## config.mk

```make
export PLATFORM = sky130hd
export DESIGN_NAME = vector_lane_scheduler
export DESIGN_NICKNAME = d
export VERILOG_FILES = /design/src/rtl/vector_lane_scheduler.sv
export SDC_FILE = /design/constraint.sdc
export NUM_CORES = 1
export LEC_CHECK = 0
export ABC_AREA = 1
export CORE_MARGIN = 2
export CORE_UTILIZATION = 25
export DETAILED_ROUTE_END_ITERATION = 8
export REMOVE_ABC_BUFFERS = 1
export SYNTH_ARGS = -nofsm -noshare
export SYNTH_HDL_FRONTEND = slang
export SYNTH_SLANG_ARGS = --single-unit
```

## constraint.sdc

```tcl
create_clock -name CLK -period 25 [get_ports CLK]
set_input_delay 3.75 -clock CLK [delete_from_list [all_inputs] [get_ports CLK]]
set_output_delay 3.75 -clock CLK [all_outputs]
set_load 0.005 [all_outputs]
```

## src/rtl/vector_lane_scheduler.sv

```systemverilog
// vector_lane_scheduler
//
// Purpose:
//   Walks one V-element vector operation through a bank of LANES external
//   combinational lane ALUs, one chunk of LANES elements per cycle, and
//   assembles the lane results into a full result vector. Scalar operations
//   (op_type 00 or 11) skip the lanes entirely and finish with a
//   single-cycle done pulse.
//
// Ports:
//   CLK, RST        rising-edge clock, asynchronous active-high reset
//   start_i         operation request, only looked at in IDLE
//   flush_i         synchronous abort, returns to IDLE without a done pulse
//   op_type_i       00 scalar, 01 vector-vector, 10 vector-scalar, 11 scalar
//   vec_a_i/vec_b_i operand vectors, element e at bits [e*L +: L]
//   scalar_i        broadcast operand for vector-scalar
//   lane_a_o/b_o    per-lane operands, lane j at bits [j*L +: L]
//   lane_valid_o    lane j carries a real element this cycle
//   lane_result_i   lane ALU results, combinational from lane_a_o/lane_b_o
//   chunk_o         chunk currently presented to the lanes
//   result_o        assembled result vector, held until overwritten
//   busy_o          operation accepted and not yet finished
//   done_o          one-cycle completion pulse
module vector_lane_scheduler #(
  parameter int L = 8,
  parameter int V = 20,
  parameter int LANES = 4,
  localparam int NCH = (V + LANES - 1) / LANES,
  localparam int CW = (NCH > 1) ? $clog2(NCH) : 1
) (
  input  logic               CLK,
  input  logic               RST,
  input  logic               start_i,
  input  logic               flush_i,
  input  logic [1:0]         op_type_i,
  input  logic [V*L-1:0]     vec_a_i,
  input  logic [V*L-1:0]     vec_b_i,
  input  logic [L-1:0]       scalar_i,
  output logic [LANES*L-1:0] lane_a_o,
  output logic [LANES*L-1:0] lane_b_o,
  output logic [LANES-1:0]   lane_valid_o,
  input  logic [LANES*L-1:0] lane_result_i,
  output logic [CW-1:0]      chunk_o,
  output logic [V*L-1:0]     result_o,
  output logic               busy_o,
  output logic               done_o
);

  typedef enum logic [1:0] {
    IDLE = 2'b00,
    RUN  = 2'b01,
    DONE = 2'b10
  } state_t;

  state_t           state_q, state_d;
  logic [CW-1:0]    chunk_q, chunk_d;
  logic [V*L-1:0]   a_q, b_q;
  logic [L-1:0]     scalar_q;
  logic [1:0]       op_q;
  logic [V*L-1:0]   result_q, result_d;
  logic             accept;
  logic             is_vector_op;

  // A request is taken only from IDLE, and flush always wins over start.
  assign accept       = (state_q == IDLE) && start_i && !flush_i;
  assign is_vector_op = (op_type_i == 2'b01) || (op_type_i == 2'b10);

  // State and chunk counter register.
  always_ff @(posedge CLK or posedge RST) begin
    if (RST) begin
      state_q <= IDLE;
      chunk_q <= '0;
    end else begin
      state_q <= state_d;
      chunk_q <= chunk_d;
    end
  end

  // Next-state logic plus the status outputs. The chunk counter is parked
  // at zero whenever the FSM leaves RUN so the next operation starts clean.
  always_comb begin
    state_d = state_q;
    chunk_d = chunk_q;
    busy_o  = (state_q != IDLE);
    done_o  = (state_q == DONE);
    if (flush_i) begin
      state_d = IDLE;
      chunk_d = '0;
    end else begin
      case (state_q)
        IDLE: begin
          if (start_i) begin
            chunk_d = '0;
            state_d = is_vector_op ? RUN : DONE;
          end
        end
        RUN: begin
          if (chunk_q == CW'(NCH - 1)) begin
            state_d = DONE;
            chunk_d = '0;
          end else begin
            chunk_d = chunk_q + CW'(1);
          end
        end
        DONE: begin
          state_d = IDLE;
        end
        default: begin
          state_d = IDLE;
          chunk_d = '0;
        end
      endcase
    end
  end

  // Operand capture on acceptance; the lanes only ever see these copies,
  // so the requester may change its inputs once the op is accepted.
  always_ff @(posedge CLK or posedge RST) begin
    if (RST) begin
      a_q      <= '0;
      b_q      <= '0;
      scalar_q <= '0;
      op_q     <= 2'b00;
    end else if (accept) begin
      a_q      <= vec_a_i;
      b_q      <= vec_b_i;
      scalar_q <= scalar_i;
      op_q     <= op_type_i;
    end
  end

  // Lane operand mux. Lanes past the end of the vector in the final chunk
  // are idle and driven to zero. Kept apart from the result merge so the
  // external lane ALUs do not close a combinational loop through one block.
  always_comb begin
    int e;
    e            = 0;
    lane_a_o     = '0;
    lane_b_o     = '0;
    lane_valid_o = '0;
    if (state_q == RUN) begin
      for (int j = 0; j < LANES; j++) begin
        e = int'(chunk_q) * LANES + j;
        if (e < V) begin
          lane_valid_o[j]     = 1'b1;
          lane_a_o[j*L +: L]  = a_q[e*L +: L];
          lane_b_o[j*L +: L]  = (op_q == 2'b10) ? scalar_q : b_q[e*L +: L];
        end
      end
    end
  end

  // Merge the current chunk's lane results into the result vector. Only
  // valid lanes write, so elements outside the chunk keep their old value.
  always_comb begin
    int e;
    e        = 0;
    result_d = result_q;
    if (state_q == RUN) begin
      for (int j = 0; j < LANES; j++) begin
        e = int'(chunk_q) * LANES + j;
        if (e < V) begin
          result_d[e*L +: L] = lane_result_i[j*L +: L];
        end
      end
    end
  end

  // Result register. A flush in the middle of a chunk still keeps that
  // chunk's results; the abort only stops further chunks.
  always_ff @(posedge CLK or posedge RST) begin
    if (RST) begin
      result_q <= '0;
    end else begin
      result_q <= result_d;
    end
  end

  assign result_o = result_q;
  assign chunk_o  = (state_q == RUN) ? chunk_q : '0;

endmodule

```

==> flow_metrics.py <==
metrics = {
    "status": {
        "status": "finished, final reports clean",
    },
    "pwr": {
        "vdd.ir_drop.worst_v": 0.00004723,
        "powerDensity_nw_per_um2": 91.74,
        "p_leak_nw": 14.15,
    },
    "placed_design": {
        "dp_hpwl_um": 56090,
        "globalplace.congestion": 0.8287,
        "io_buffer_count": 598,
    },
    "drt": {
        "via_count": 19280,
        "drtPass1Iterations": 5,
        "met2_length_um": 39700,
        "routed.top_layer": "met5",
        "antenna_left": 0,
        "wl_met1_um": 34160,
        "drc_errors": 0,
        "met3_length_um": 4846,
        "routed_via_density": 4.530,
        "post_drt_wl_per_cell_um": 19.07,
        "dr.first_iter.drc_count": 1366,
        "drt_wl_total_um": 81140,
    },
    "cts": {
        "cts-root-buf": "clkbuf_16",
        "cts-resized-gates": 0,
        "clock_sink_count": 495,
        "clk_pin_slew_worst_paths_ps": 60,
        "htreeDepth": 2,
        "cts_max_path_buffers": 3,
        "cts_hold_buf": 0,
        "cts_buffers": 58,
        "post-cts-setup-buffer-count": 0,
        "clk_latency_ps": 620,
        "cts_tree": "built",
    },
    "logic_synthesis": {
        "yosysMostFrequentCell": "nand2_1",
        "synth_edf_count": 0,
        "synth_top_area_frac": 0.5526,
        "async_flop_share": 1.000,
        "synth_cells": 2514,
        "ys.flop_type": "dfrtp_1",
        "netlist_top_cells_area": "dfrtp_1 (55%), nand2_1 (8.6%), mux2_2 (8.4%), a21oi_1 (5.6%), o21ai_0 (5.1%)",
        "netlist_area_um2": 22420,
        "synth_cell_types": 30,
        "synth.largest_area_cell": "dfrtp_1",
        "synth_seq_cells": 495,
        "synth-warning-count": 0,
        "yosysSeqAreaShare": 0.5526,
        "synth_area_per_cell_um2": 8.916,
        "ys_top_cells_by_count": "nand2_1 (514), dfrtp_1 (495), nor2_1 (256), a21oi_1 (249), o21ai_0 (228)",
    },
    "timing": {
        "post-route-period-util": 0.3308,
        "finalSetupTns_ps": 0,
        "worstMarginPinSlew_ps": 1197,
        "min_period_ps": 8270,
        "fin_skew_ps": 16.55,
        "hold_viol_final": 0,
        "setup_violations": 0,
        "slew-limit-headroom": 0.1992,
        "maxSlewViolCount": 0,
        "rsz0062_at_grt": "false",
        "fmax_ghz": 0.1209,
    },
    "floorplanning": {
        "rows": 109,
        "core_area_um2": 88650,
        "fp.dieH_um": 303.4,
        "dieArea_um2": 92070,
        "start_util": 0.2529,
        "die_w_um": 303.4,
        "io_pins": 599,
    },
    "layout": {
        "fillers": 9140,
        "drive_above_1_share": 0.1043,
        "multi_input_area_um2": 8546,
        "syn2layout_area_growth_pct": 40.36,
        "regArea_um2": 12390,
        "fin_util": 0.3549,
        "finalNetCount": 3406,
    },
    "worst_setup_path": {
        "critPathTopFamily": "buffers and inverters",
        "cp-end-kind": "primary output",
        "r2r_slack_ps": 20940,
        "max_stage_delay_ps": 740,
        "crit_chain": "inv_6 -> nand2_1 -> nand2_1 -> nand2_2 -> inv_1 -> clkdlybuf4s50_1",
        "worst-path-max-fanout": 39,
        "arrival_ps": 4520,
        "critPathKind": "flop to primary output",
        "reg2reg_depth": 7,
        "critPathLaunchType": "flop",
        "crit-reg2reg-launch": "chunk_q[0]$_DFFE_PP0P_",
        "critPathRequiredTime_ps": 21250,
        "slowest_stage": "inv_1",
        "r2r-end": "result_o[128]$_DFFE_PP0P_",
        "path_buf_inv": 3,
        "crit_top_cell": "nand2_1",
    },
    "grt": {
        "track_usage": 0.1712,
        "grt_max_degree": 189,
        "overflow": 0,
        "antenna_found_initial": 19,
        "grt_pass1_wl_um": 120400,
        "grt_pass1_vias": 19080,
    },
    "worst_hold_path": {
        "whs_path_depth": 2,
        "hold_start": "result_o[102]$_DFFE_PP0P_",
        "hold_end": "result_o[102]$_DFFE_PP0P_",
        "hold_class": "flop to flop",
    },
    "job": {
        "drv_cap": 0,
    },
}
[sequential cells by signal, indices dropped and copies added, names as in the netlist]
register,flops
result_o,160
scalar_q,8
b_q,160
chunk_q,3
state_q,2
a_q,160
op_q,2
[metrics by stage]
step | hold slack, ps | power, W | setup slack (ps) | cell area (µm²) | cells
detailed placement | 458.0 | 0.002017 | 17170 | 29430 | 4136
CTS | 472.9 | 0.002926 | 16510 | 31430 | 4242
global placement | 453.7 | 0.002001 | 17260 | 29430 | 4136
floorplan | 453.0 | 0.001634 | 7432 | 21670 | 2343
global route | 500.4 | 0.003074 | 16390 | 31450 | 4252
finish | 468.5 | 0.002886 | 16730 | 31460 | 4256
[power breakdown]
| part | switching (W) | internal, W | total (W) |
|---|---|---|---|
| logic | 0.000429 | 0.000409 | 0.000839 |
| clock network | 0.000357 | 0.000537 | 0.000895 |
| registers | 0.000108 | 0.00105 | 0.00115 |
| total | 0.000895 | 0.00199 | 0.00289 |
[placed cells by master (no fill, tap or decap), types with 27 or more instances in the layout]
cell / n
clkdlybuf4s50_1: 598
mux2_2: 168
buf_4: 27
a21oi_1: 249
inv_1: 197
nand2_1: 513
nand3_1: 154
dfrtp_1: 493
clkbuf_16: 59
nor2_1: 254
o21ai_0: 228
[worst max-delay path by stage]
stage	depth (start not counted)	slack (ps)	start	to
floorplan	1	7430	RST	a_q[0]$_DFFE_PP0P_
global placement	6	17260	chunk_q[0]$_DFFE_PP0P_	lane_valid_o[0]
detailed placement	6	17170	chunk_q[0]$_DFFE_PP0P_	lane_valid_o[0]
CTS	6	16510	chunk_q[0]$_DFFE_PP0P_	lane_valid_o[0]
global route	6	16390	chunk_q[0]$_DFFE_PP0P_	lane_valid_o[0]
finish	6	16730	chunk_q[0]$_DFFE_PP0P_	lane_valid_o[0]
[cell families after synthesis]
group | Yosys count | share of synthesized area
and+or+nand+nor | 939 | 0.1688
AOI/OAI and AO/OA | 528 | 0.1219
DFF | 495 | 0.5526
buffers and inverters | 375 | 0.06726
muxes | 168 | 0.08440
adders and majority gates | 9 | 0.005024
[area by class of cell]
type,instances,share of cell area
Multi-Input combinational cell,1644,0.2716
Clock inverter,28,0.01050
Timing Repair Buffer,628,0.1986
Antenna cell,14,0.001113
Inverter,204,0.02489
Tap cell,1165,0.04633
Sequential cell,495,0.3939
Clock buffer,78,0.05301
[worst min-delay path: stages, from the launching register on]
cell,delay (ps)
dfrtp_1,340
nand2_1,50
nand2_1,40
[metal layers]
| layer | global-route usage | vias up |
|---|---|---|
| met5 | 0 | - |
| li1 | - | 9239 |
| met3 | 0.03363 | 139 |
| met1 | 0.2210 | 9370 |
| met4 | 0.05497 | 12 |
| met2 | 0.2880 | 520 |
(Power assumes the default switching activity.)
